<file path="src/rtl/ysyx_24110015_core_ctrl_pkg.sv">
// Shared encodings for the NPC multi-cycle control FSM: states, PC source
// select, mcause codes and the bundled decoder flags.
package ysyx_24110015_core_ctrl_pkg;

  typedef enum logic [2:0] {
    S_IF_REQ   = 3'd0,
    S_IF_WAIT  = 3'd1,
    S_ID       = 3'd2,
    S_EX       = 3'd3,
    S_MEM_REQ  = 3'd4,
    S_MEM_WAIT = 3'd5,
    S_WB       = 3'd6,
    S_HALT     = 3'd7
  } state_t;

  localparam logic [1:0] PC_SEL_NPC   = 2'd0;
  localparam logic [1:0] PC_SEL_MTVEC = 2'd1;
  localparam logic [1:0] PC_SEL_MEPC  = 2'd2;

  localparam logic [3:0] CAUSE_IF_FAULT = 4'd1;
  localparam logic [3:0] CAUSE_ILLEGAL  = 4'd2;
  localparam logic [3:0] CAUSE_LD_FAULT = 4'd5;
  localparam logic [3:0] CAUSE_ST_FAULT = 4'd7;
  localparam logic [3:0] CAUSE_ECALL_M  = 4'd11;

  typedef struct packed {
    logic reg_write;
    logic mem_read;
    logic mem_write;
    logic zicsr;
    logic ebreak;
    logic ecall;
    logic mret;
    logic illegal;
  } dec_t;

  // States that wait on an external handshake and are therefore timed.
  function automatic logic is_bus_state(input state_t s);
    return (s == S_IF_REQ) || (s == S_IF_WAIT) ||
           (s == S_MEM_REQ) || (s == S_MEM_WAIT);
  endfunction

endpackage

</file>
<file path="src/rtl/ysyx_24110015_timeout_cnt.sv">
// Per-state bus watchdog: counts cycles spent waiting, flags expiry on the
// last allowed cycle. Cleared whenever the FSM leaves or is outside a bus state.
module ysyx_24110015_timeout_cnt #(
  parameter int TIMEOUT_CYCLES = 255
) (
  input  logic clk,
  input  logic rst_n,
  input  logic clr,
  input  logic inc,
  output logic expired
);

  localparam int W = (TIMEOUT_CYCLES > 2) ? $clog2(TIMEOUT_CYCLES) : 1;
  localparam logic [W-1:0] LAST = W'(TIMEOUT_CYCLES - 1);
  localparam logic [W-1:0] ONE  = W'(1);

  logic [W-1:0] cnt;

  assign expired = inc && (cnt == LAST);

  // Holds at LAST so the count never wraps if the owner lingers.
  always_ff @(posedge clk or negedge rst_n) begin
    if (!rst_n)              cnt <= '0;
    else if (clr)            cnt <= '0;
    else if (inc && !expired) cnt <= cnt + ONE;
  end

endmodule

</file>
<file path="src/rtl/ysyx_24110015_core_ctrl.sv">
// NPC multi-cycle control: sequences IF/ID/EX/MEM/WB, tracks a pending trap,
// emits one-cycle write enables and maintains mcycle/minstret.
module ysyx_24110015_core_ctrl
  import ysyx_24110015_core_ctrl_pkg::*;
#(
  parameter int TIMEOUT_CYCLES = 255,
  parameter int CNT_W          = 64
) (
  input  logic             clk,
  input  logic             rst,
  output logic             ifu_req_valid,
  input  logic             ifu_req_ready,
  input  logic             ifu_rsp_valid,
  input  logic             ifu_rsp_err,
  output logic             lsu_req_valid,
  input  logic             lsu_req_ready,
  input  logic             lsu_rsp_valid,
  input  logic             lsu_rsp_err,
  input  logic             dec_reg_write,
  input  logic             dec_mem_read,
  input  logic             dec_mem_write,
  input  logic             dec_zicsr,
  input  logic             dec_ebreak,
  input  logic             dec_ecall,
  input  logic             dec_mret,
  input  logic             dec_illegal,
  output logic             inst_we,
  output logic             pc_we,
  output logic [1:0]       pc_sel,
  output logic             rf_we,
  output logic             csr_we,
  output logic             trap_we,
  output logic [3:0]       trap_cause,
  output logic             halt,
  output logic             halt_err,
  output logic [CNT_W-1:0] cycle_cnt,
  output logic [CNT_W-1:0] instret_cnt
);

  localparam logic [CNT_W-1:0] CNT_ONE = CNT_W'(1);

  state_t     state;
  dec_t       dec;
  logic       trap_pend;
  logic [3:0] cause_q;
  logic       halt_q;
  logic       halt_err_q;
  logic       bus_st;
  logic       hs;
  logic       tmo;

  assign dec = '{reg_write: dec_reg_write, mem_read: dec_mem_read,
                 mem_write: dec_mem_write, zicsr: dec_zicsr,
                 ebreak: dec_ebreak, ecall: dec_ecall,
                 mret: dec_mret, illegal: dec_illegal};

  // Handshake that completes the current bus state this cycle.
  always_comb begin
    bus_st = is_bus_state(state);
    hs     = 1'b0;
    case (state)
      S_IF_REQ:   hs = ifu_req_ready;
      S_IF_WAIT:  hs = ifu_rsp_valid;
      S_MEM_REQ:  hs = lsu_req_ready;
      S_MEM_WAIT: hs = lsu_rsp_valid;
      default:    hs = 1'b0;
    endcase
  end

  ysyx_24110015_timeout_cnt #(
    .TIMEOUT_CYCLES(TIMEOUT_CYCLES)
  ) u_tmo (
    .clk     (clk),
    .rst_n   (rst),
    .clr     (!bus_st || hs),
    .inc     (bus_st),
    .expired (tmo)
  );

  // Handshake is always tested before the timeout so it wins a same-cycle tie.
  always_ff @(posedge clk or negedge rst) begin
    if (!rst) begin
      state      <= S_IF_REQ;
      trap_pend  <= 1'b0;
      cause_q    <= '0;
      halt_q     <= 1'b0;
      halt_err_q <= 1'b0;
    end else begin
      case (state)
        S_IF_REQ: begin
          if (ifu_req_ready) state <= S_IF_WAIT;
          else if (tmo) begin
            state      <= S_HALT;
            halt_q     <= 1'b1;
            halt_err_q <= 1'b1;
          end
        end
        S_IF_WAIT: begin
          if (ifu_rsp_valid) begin
            if (ifu_rsp_err) begin
              trap_pend <= 1'b1;
              cause_q   <= CAUSE_IF_FAULT;
              state     <= S_WB;
            end else begin
              state <= S_ID;
            end
          end else if (tmo) begin
            state      <= S_HALT;
            halt_q     <= 1'b1;
            halt_err_q <= 1'b1;
          end
        end
        S_ID: begin
          if (dec.illegal) begin
            trap_pend <= 1'b1;
            cause_q   <= CAUSE_ILLEGAL;
            state     <= S_EX;
          end else if (dec.ecall) begin
            trap_pend <= 1'b1;
            cause_q   <= CAUSE_ECALL_M;
            state     <= S_EX;
          end else if (dec.ebreak) begin
            state  <= S_HALT;
            halt_q <= 1'b1;
          end else begin
            state <= S_EX;
          end
        end
        S_EX: begin
          if ((dec.mem_read || dec.mem_write) && !trap_pend) state <= S_MEM_REQ;
          else state <= S_WB;
        end
        S_MEM_REQ: begin
          if (lsu_req_ready) state <= S_MEM_WAIT;
          else if (tmo) begin
            state      <= S_HALT;
            halt_q     <= 1'b1;
            halt_err_q <= 1'b1;
          end
        end
        S_MEM_WAIT: begin
          if (lsu_rsp_valid) begin
            state <= S_WB;
            if (lsu_rsp_err) begin
              trap_pend <= 1'b1;
              cause_q   <= dec.mem_read ? CAUSE_LD_FAULT : CAUSE_ST_FAULT;
            end
          end else if (tmo) begin
            state      <= S_HALT;
            halt_q     <= 1'b1;
            halt_err_q <= 1'b1;
          end
        end
        S_WB: begin
          state     <= S_IF_REQ;
          trap_pend <= 1'b0;
          cause_q   <= '0;
        end
        default: state <= S_HALT;
      endcase
    end
  end

  // Fetch request is masked while reset is held so every output reads 0.
  always_comb begin
    ifu_req_valid = rst && (state == S_IF_REQ);
    lsu_req_valid = (state == S_MEM_REQ);
    inst_we       = (state == S_IF_WAIT) && ifu_rsp_valid && !ifu_rsp_err;
    pc_we         = 1'b0;
    pc_sel        = PC_SEL_NPC;
    rf_we         = 1'b0;
    csr_we        = 1'b0;
    trap_we       = 1'b0;
    if (state == S_WB) begin
      pc_we = 1'b1;
      if (trap_pend) begin
        trap_we = 1'b1;
        pc_sel  = PC_SEL_MTVEC;
      end else if (dec.mret) begin
        pc_sel = PC_SEL_MEPC;
      end else begin
        rf_we  = dec.reg_write;
        csr_we = dec.zicsr;
      end
    end
    trap_cause = trap_we ? cause_q : 4'd0;
    halt       = halt_q;
    halt_err   = halt_err_q;
  end

  always_ff @(posedge clk or negedge rst) begin
    if (!rst) begin
      cycle_cnt   <= '0;
      instret_cnt <= '0;
    end else begin
      if (state != S_HALT) cycle_cnt <= cycle_cnt + CNT_ONE;
      if (state == S_WB && !trap_pend) instret_cnt <= instret_cnt + CNT_ONE;
    end
  end

endmodule

</file>
<file path="config.mk">
export PLATFORM = sky130hd
export DESIGN_NAME = ysyx_24110015_core_ctrl
export DESIGN_NICKNAME = d
export VERILOG_FILES = /design/src/rtl/ysyx_24110015_core_ctrl_pkg.sv /design/src/rtl/ysyx_24110015_timeout_cnt.sv /design/src/rtl/ysyx_24110015_core_ctrl.sv
export SDC_FILE = /design/constraint.sdc
export NUM_CORES = 1
export LEC_CHECK = 0
export BUFFER_PORTS_ARGS = -buffer_cell sky130_fd_sc_hd__buf_2
export CAP_MARGIN = 20
export CORE_MARGIN = 4
export CORE_UTILIZATION = 49
export CTS_CLUSTER_DIAMETER = 80
export DETAILED_ROUTE_END_ITERATION = 7
export GPL_ROUTABILITY_DRIVEN = 0
export GPL_TIMING_DRIVEN = 0
export HOLD_SLACK_MARGIN = 0.12
export PLACE_DENSITY = 0.69
export SLEW_MARGIN = 10
export SYNTH_ARGS = -nofsm -noshare
export SYNTH_HDL_FRONTEND = slang
export SYNTH_SLANG_ARGS = --single-unit
</file>
<file path="constraint.sdc">
create_clock -name clk -period 4.4 [get_ports clk]
set_clock_uncertainty 0.05 [all_clocks]
set_input_delay 0.44 -clock clk [delete_from_list [all_inputs] [get_ports clk]]
set_output_delay 0.44 -clock clk [all_outputs]
set_load 0.1 [all_outputs]
</file>
Word level (Yosys, flattened, before mapping). Cells that the tools add are included.

Flip-flop bits (word level): 146. Input bits: 16. Output and inout bits: 143. Logic and storage cells: 112.

Add/sub/neg operators: 3. Equal/unequal tests: 20. Multiplexer cells: 57. Reductions and logical operators: 24.

Operators by type and width (number): adder 64 x 1 -> 64 bit, second input constant (2); two-way mux 1 bit (28); two-way mux 4 bit (7); two-way mux 3 bit (9); inequality test 2 bit, second input constant (11); one-hot mux 3 bit (7 select lines) (1); two-way mux 8 bit (2); one-hot mux 4 bit (4 select lines) (1); one-hot mux 1 bit (4 select lines) (3); two-way mux 2 bit (5); equality test 3 bit, second input constant (3); adder 8 x 1 -> 8 bit, second input constant (1); equality test 8 bit, second input constant (1); AND reduction 8 bit (1); nonzero test 4 bit (2); logical AND 1 bit (7); equality test 3 x 2 -> 1 bit, second input constant (2); inequality test 3 bit, second input constant (2); AND reduction 6 bit (1); logical OR 1 bit (5); one-hot mux 1 bit (5 select lines) (1); AND reduction 5 bit (1); nonzero test 5 bit (1); zero test 1 bit (4); other kinds (3) (3).

Longest topological paths before layout. Gate-level depths: netlist of the first run.

Depth after elaboration: 9. Mapped depth: 9. Depth with buffers taken out: 7.

By module. From an unflattened synthesis of the first run, not the netlist that was laid out.

Cell total of the unflattened synthesis: 700. Area total of the unflattened synthesis: 7231.9 um^2.

By module, submodules not included: ysyx_24110015_core_ctrl (times used 1, cells an instance 653, area each 6732.7 um^2, sequential area each 3453.3 um^2); ysyx_24110015_timeout_cnt (times used 1, cells an instance 47, area each 499.2 um^2, sequential area each 200.2 um^2).

Worst setup path before layout of the first run. No wires, ideal clock.

Path kind: reg2out. From: register state[0]. To: output port csr_we. Arrival time: 3.204 ns. Required time: 3.910 ns. Setup slack: 0.706 ns. Cell stages (with the launch flop): 6. Path buffers: 1. Cells stage by stage: dfrtp_1 -> inv_1 -> ha_1 -> buf_2 -> nand3b_1 -> nor3b_1.

Cells in the longest elaborated chain, start to end: 2.

RTL lines: start: declaration (line ysyx_24110015_core_ctrl.sv:42) `state_t state;`; start signal: assignment (line ysyx_24110015_core_ctrl.sv:83) `state <= S_IF_REQ;`; start signal: assignment (line ysyx_24110015_core_ctrl.sv:91) `if (ifu_req_ready) state <= S_IF_WAIT;`; start signal: assignment (line ysyx_24110015_core_ctrl.sv:93) `state <= S_HALT;`; equality test 3 bit (line ysyx_24110015_core_ctrl.sv:174) `if (state == S_WB) begin`; two-way mux 1 bit (line ysyx_24110015_core_ctrl.sv:174); end: declaration (line ysyx_24110015_core_ctrl.sv:31) `output logic csr_we,`.

Every way passes these cells.

Worst setup path after layout of the first run.
From: register state[1]. To: output port inst_we.

Cells in the longest elaborated chain, start to end: 3.

RTL lines: equality test 3 x 1 -> 1 bit (line ysyx_24110015_core_ctrl.sv:168) `inst_we = (state == S_IF_WAIT) && ifu_rsp_valid && !ifu_rsp_err;`; logical AND 1 bit (2 in a row) (line ysyx_24110015_core_ctrl.sv:168); end: declaration (line ysyx_24110015_core_ctrl.sv:27) `output logic inst_we,`.

Every way passes these cells.

==> results.json, run 1 <==
{
  "tightest_slew_ns": 0.823,
  "ys_seq_area_frac": 0.505,
  "finalCritPeriodShare": 0.639,
  "worst_slack_ns": 1.59,
  "drv_cap": 0,
  "hold_path_depth": 3,
  "start_util": 0.500,
  "placed_area_um2": 8290,
  "cellPowerDensity_nw_per_um2": 321,
  "port_buffers": 158,
  "dieArea_um2": 16800,
  "clkTransAtPathRegs_ns": 0.06,
  "drcViolationCount": 0,
  "fp.coreArea_um2": 14500,
  "cts.htree.levels": 4,
  "fillers": 1218,
  "fp.dieW_um": 130,
  "setup_viol": 0,
  "drt_wl_total_um": 17400,
  "crit_required_ns": 3.91,
  "setup_tns_ns": 0,
  "antenna_found_initial": 0,
  "clock_path_buffers": 2,
  "fin_util": 0.615,
  "crit_path_max_fanout": 10,
  "wire_per_inst_um": 16.4,
  "grt_pass1_vias": 5618,
  "period_needed_ns": 2.81,
  "drtAntennaViolNets": 0,
  "critical_path_arrival_ns": 2.32,
  "final_common_cell": "buf_2",
  "ys.warnings.count": 0,
  "fin_cells": 1060,
  "holdWs_ns": 0.208,
  "critPathCaptureType": "output port",
  "ir_worst_vdd_mv": 0.270,
  "outcome": "completed",
  "synth.avg_cell_area_um2": 10.6,
  "cts_root_buf": "clkbuf_16",
  "synth_area_um2": 7240,
  "final_nets": 888,
  "io_pins": 159,
  "globalRouteOverflowTotal": 0,
  "synth_enable_flop_cells": 0,
  "synth-main-ff-cell": "dfrtp_1",
  "grt.total_usage": 0.213,
  "slew_headroom": 0.450,
  "path_class": "flip-flop to output port",
  "dp_slack_ns": 1.73,
  "rsz0062_at_grt": "false",
  "drt_pass1_iterations": 4,
  "synth_seq_cells": 146,
  "synth.distinct_cells": 54,
  "grt_first_pass_wirelength_um": 28600,
  "hold_class": "input port to flip-flop",
  "max_freq_mhz": 356,
  "clock-sinks": 146,
  "rr_worst_depth": 8,
  "cts_resized": 0,
  "die_y_um": 130,
  "synthArstFlopShare": 1.00,
  "dp_hpwl_um": 12800,
  "leakagePower_nw": 4.62,
  "vias_per_cell": 5.46,
  "drtIter0Drc": 214,
  "num_rows": 44,
  "finalHoldViolCount": 0,
  "antennaDiodeCount": 0,
  "finalPower_mw": 2.85,
  "slew_violations": 0,
  "cp-start-kind": "flip-flop",
  "cts_buffers": 17,
  "syn_nets": 709,
  "dp.cells": 1027,
  "dr_total_vias": 5783,
  "cts_tree": "built",
  "synthToLayoutAreaGrowth_pct": 23.0,
  "drive_gt1_frac": 0.258,
  "insertion_delay_ns": 0.43,
  "fin_area_um2": 8900,
  "grt_max_degree": 84,
  "synthesis.instances": 684,
  "layout_common_cells": "buf_2 (160), dfrtp_1 (146), xor2_1 (67)"
}
-- cell usage after synthesis (3+ instances only) --
| master | n | area share |
|---|---|---|
| dfrtp_1 | 146 | 0.50 |
| xor2_1 | 67 | 0.081 |
| xnor2_1 | 65 | 0.079 |
| nand2_1 | 61 | 0.032 |
| nor2_1 | 52 | 0.027 |
| nand4_1 | 41 | 0.035 |
| nand3_1 | 39 | 0.027 |
| nor3_1 | 25 | 0.017 |
| and3_1 | 22 | 0.019 |
| inv_1 | 21 | 0.011 |
| and2_1 | 16 | 0.014 |
| nor4_1 | 13 | 0.011 |
| and4_1 | 12 | 0.015 |
| ha_1 | 9 | 0.016 |
| a21oi_1 | 6 | 0.0042 |
| clkbuf_1 | 6 | 0.0031 |
| nand2b_1 | 6 | 0.0052 |
| nor3_2 | 6 | 0.0083 |
| nor4_2 | 6 | 0.010 |
| o21ai_0 | 6 | 0.0042 |
| nor3b_1 | 4 | 0.0042 |
| a31oi_1 | 3 | 0.0026 |
| buf_2 | 3 | 0.0021 |
| mux2_2 | 3 | 0.0047 |
| nand4_2 | 3 | 0.0052 |
| nor2b_1 | 3 | 0.0026 |
| nor4_4 | 3 | 0.0088 |
| or3_1 | 3 | 0.0026 |
-- kinds of logic (layout without fill, tap and decap cells) --
group | after synthesis | in the layout | share of synthesized area
AND/OR/NAND/NOR | 330 | 330 | 0.265
AO/OA/AOI/OAI | 29 | 29 | 0.0266
adder cells (fa/ha/maj) | 9 | 9 | 0.0156
buffers and inverters | 33 | 225 | 0.0202
multiplexers | 5 | 5 | 0.00744
XOR/XNOR | 132 | 132 | 0.160
flip-flops | 146 | 146 | 0.505
-- worst max-delay path: stages (launching register included) --
cell      delay (ns)
dfrtp_1         0.42
inv_1           0.12
ha_1            0.29
clkbuf_1        0.38
nand2_1         0.10
nor3_1          0.14
buf_2           0.45
-- per-layer routing --
layer	global-route usage	routed length (um)
met3	0.0470	878
met1	0.297	8030
met4	0.0685	245
met5	0	0
met2	0.333	8220
-- state kept, by name, indices dropped and copies added, names as in the netlist --
register and flops:
cause_q 4, u_tmo.cnt 8, state 3, trap_pend 1, cycle_cnt 64, halt 1
halt_err 1, instret_cnt 64
-- power breakdown --
part | leakage, nW | switching [mW] | internal, mW
combinational | 2.32 | 0.0345 | 0.0125
clock | 0.286 | 0.572 | 0.888
sequential | 2.01 | 0.00160 | 1.35
total | 4.62 | 0.608 | 2.25
-- layout make-up --
type / instances / area [um^2] / area share
repair buffers: 160 / 838 / 0.0942
plain buffers: 12 / 67.6 / 0.00759
clock inverters: 14 / 164 / 0.0184
flip-flops and latches: 146 / 3650 / 0.411
well taps: 184 / 230 / 0.0259
inverters: 21 / 78.8 / 0.00886
clock buffers: 18 / 429 / 0.0482
multi-input cells: 505 / 3440 / 0.386
-- repair_timing --
item                                    CTS  global route
endpoints found under the hold margin    63             0
endpoints found under the setup margin    0             0
hold buffers                              1             0
setup buffers                             0             0
-- path summary, 6_finish.rpt --
check,endpoint,slack [ns],from
max,inst_we,1.59,state[1]$_DFF_PN0_
min,state[2]$_DFF_PN0_,0.21,dec_ebreak
max reg2reg,instret_cnt[63]$_DFFE_PN0P_,1.64,state[0]$_DFF_PN0_
min reg2reg,halt_err$_DFFE_PN0P_,0.40,halt_err$_DFFE_PN0P_
max in group asynchronous,instret_cnt[44]$_DFFE_PN0P_,3.03,rst
min in group asynchronous,cycle_cnt[20]$_DFFE_PN0P_,0.49,rst
(Power assumes the default switching activity.)
==> run 2: changes to the inputs <==
PLACE_DENSITY = 0.72   (was 0.69)
clock period = 2.34 ns   (was 4.4 ns; I/O delays follow)
==> run 2 against run 1 <==
Compared with the run above:
- the run now ends with negative hold slack left
- via count is 1.3% higher
- first-iteration DRC count grew 49%
- non-clock buffer count is 5 higher
- final cell count increased by 0.47%
- die area stayed put
- critical path type is now flip-flop to flip-flop
- total power rose by 88%
- worst hold slack got worse by 0.51 ns
- flip-flop and latch count unchanged
- count of clock-buffer cells in the layout is 7 higher
==> results.json, run 2 (synthesized netlist as in run 1, its figures left out) <==
{
  "drive_gt1_frac": 0.378,
  "dp.cells": 1027,
  "cp_top_family": "simple AND/OR/NAND/NOR gates",
  "start_util": 0.500,
  "finalCritPeriodShare": 0.980,
  "slew_headroom": 0.526,
  "dp_slack_ns": -0.371,
  "drcViolationCount": 0,
  "setup_viol": 0,
  "holdWs_ns": -0.303,
  "critical_path_arrival_ns": 2.59,
  "final_nets": 893,
  "switching_share": 0.204,
  "cts_buffers": 17,
  "num_rows": 44,
  "drv_cap": 0,
  "crit_path_max_fanout": 8,
  "wire_per_inst_um": 16.6,
  "io_pins": 159,
  "antennaDiodeCount": 0,
  "cp_slowest_cell": "nor4_2",
  "insertion_delay_ns": 0.43,
  "clock_power_share": 0.511,
  "hold_class": "input port to async pin",
  "leakagePower_nw": 4.62,
  "period_needed_ns": 2.29,
  "drtIter0Drc": 319,
  "cellPowerDensity_nw_per_um2": 576,
  "max_freq_mhz": 436,
  "die_y_um": 130,
  "fillers": 1157,
  "seq_power_share": 0.472,
  "grt_max_degree": 79,
  "drtAntennaViolNets": 0,
  "p_int_mw": 4.27,
  "dp_hpwl_um": 12700,
  "port_buffers": 158,
  "final_common_cell": "buf_2",
  "ir_worst_vdd_mv": 0.440,
  "layout_common_cells": "buf_2 (148), dfrtp_1 (68), xor2_1 (67)",
  "clkTransAtPathRegs_ns": 0.06,
  "fin_util": 0.643,
  "path_cells": "nand4_1 -> nor4_2 -> nand3_2 -> nor4_1 -> xor2_1",
  "globalRouteOverflowTotal": 0,
  "rsz0062_at_grt": "true",
  "clock_path_buffers": 2,
  "combPwrFrac": 0.017,
  "fp.coreArea_um2": 14500,
  "fin_area_um2": 9310,
  "drt_pass1_iterations": 5,
  "placed_area_um2": 8470,
  "cts_root_buf": "clkbuf_16",
  "slowest_delay_ns": 0.66,
  "grt_pass1_vias": 5809,
  "dieArea_um2": 16800,
  "cp-start-kind": "flip-flop",
  "dr_total_vias": 5857,
  "power_switching_mw": 1.09,
  "synthToLayoutAreaGrowth_pct": 28.6,
  "outcome": "finished with violations",
  "crit_buf_inv": 0,
  "fin_cells": 1065,
  "vias_per_cell": 5.50,
  "antenna_found_initial": 0,
  "cts_hold_buf": 2,
  "grt.total_usage": 0.217,
  "largestRegisters": "cycle_cnt x64, instret_cnt x64, u_tmo.cnt x8",
  "cts_tree": "built",
  "tightest_slew_ns": 0.706,
  "drt_wl_total_um": 17700,
  "worst_slack_ns": 0.0473,
  "finalHoldViolCount": 69,
  "crit_required_ns": 2.63,
  "violations": "negative hold slack",
  "clock-sinks": 146,
  "fp.dieW_um": 130,
  "grt_first_pass_wirelength_um": 29200,
  "critPathCaptureType": "flip-flop",
  "cts.htree.levels": 4,
  "slew_violations": 0,
  "path_class": "flip-flop to flip-flop"
}
[run 2: cell type report]
class                      count  area (um^2)  share of cell area
tap                          184          230              0.0247
buffer                        11         78.8             0.00847
timing repair buffer         166          946               0.102
clock inverter                 7         97.6              0.0105
inverter                      21         78.8             0.00847
multi-input combinational    505         3590               0.385
clock buffer                  25          505              0.0543
sequential                   146         3780               0.407
[run 2: worst paths after layout]
path | startpoint | to | slack, ns | depth (start not counted)
hold reg to reg | halt_err$_DFFE_PN0P_ | halt_err$_DFFE_PN0P_ | 0.41 | 1
max in group asynchronous | rst | instret_cnt[3]$_DFFE_PN0P_ | 1.74 | 2
min in group clk | dec_mem_write | state[1]$_DFF_PN0_ | 0.17 | 4
hold / removal | rst | cycle_cnt[21]$_DFFE_PN0P_ | -0.30 | 1
setup / recovery | instret_cnt[20]$_DFFE_PN0P_ | instret_cnt[40]$_DFFE_PN0P_ | 0.05 | 5
setup reg to reg | instret_cnt[20]$_DFFE_PN0P_ | instret_cnt[40]$_DFFE_PN0P_ | 0.05 | 5
[run 2: power by group through the flow]
stage / logic, mW / registers [mW] / clock network, mW
after floorplan: 0.0102 / 2.58 / 0
after global placement: 0.0811 / 2.58 / 0
after detailed placement: 0.0912 / 2.58 / 0
after CTS: 0.0946 / 2.53 / 2.78
after global routing: 0.107 / 2.53 / 2.90
final: 0.0926 / 2.53 / 2.74
[run 2: metrics by stage]
stage | setup TNS (ns) | power [mW]
floorplan | -0.379 | 2.59
global placement | -184.51 | 2.66
detailed placement | -8.26 | 2.67
CTS | 0 | 5.41
global route | -0.434 | 5.54
finish | 0 | 5.36
[run 2: per-layer routing]
layer | wire (um) | GRT usage
met3 | 1030 | 0.0462
met4 | 365 | 0.0825
met2 | 8650 | 0.343
met1 | 7620 | 0.295
met5 | 0 | 0
[run 2: timing repair]
action,CTS,global route
hold endpoints to repair,72,69
resized for setup,29,19
pin swaps,3,3
setup buffers,4,1
endpoints found under the setup margin,60,43
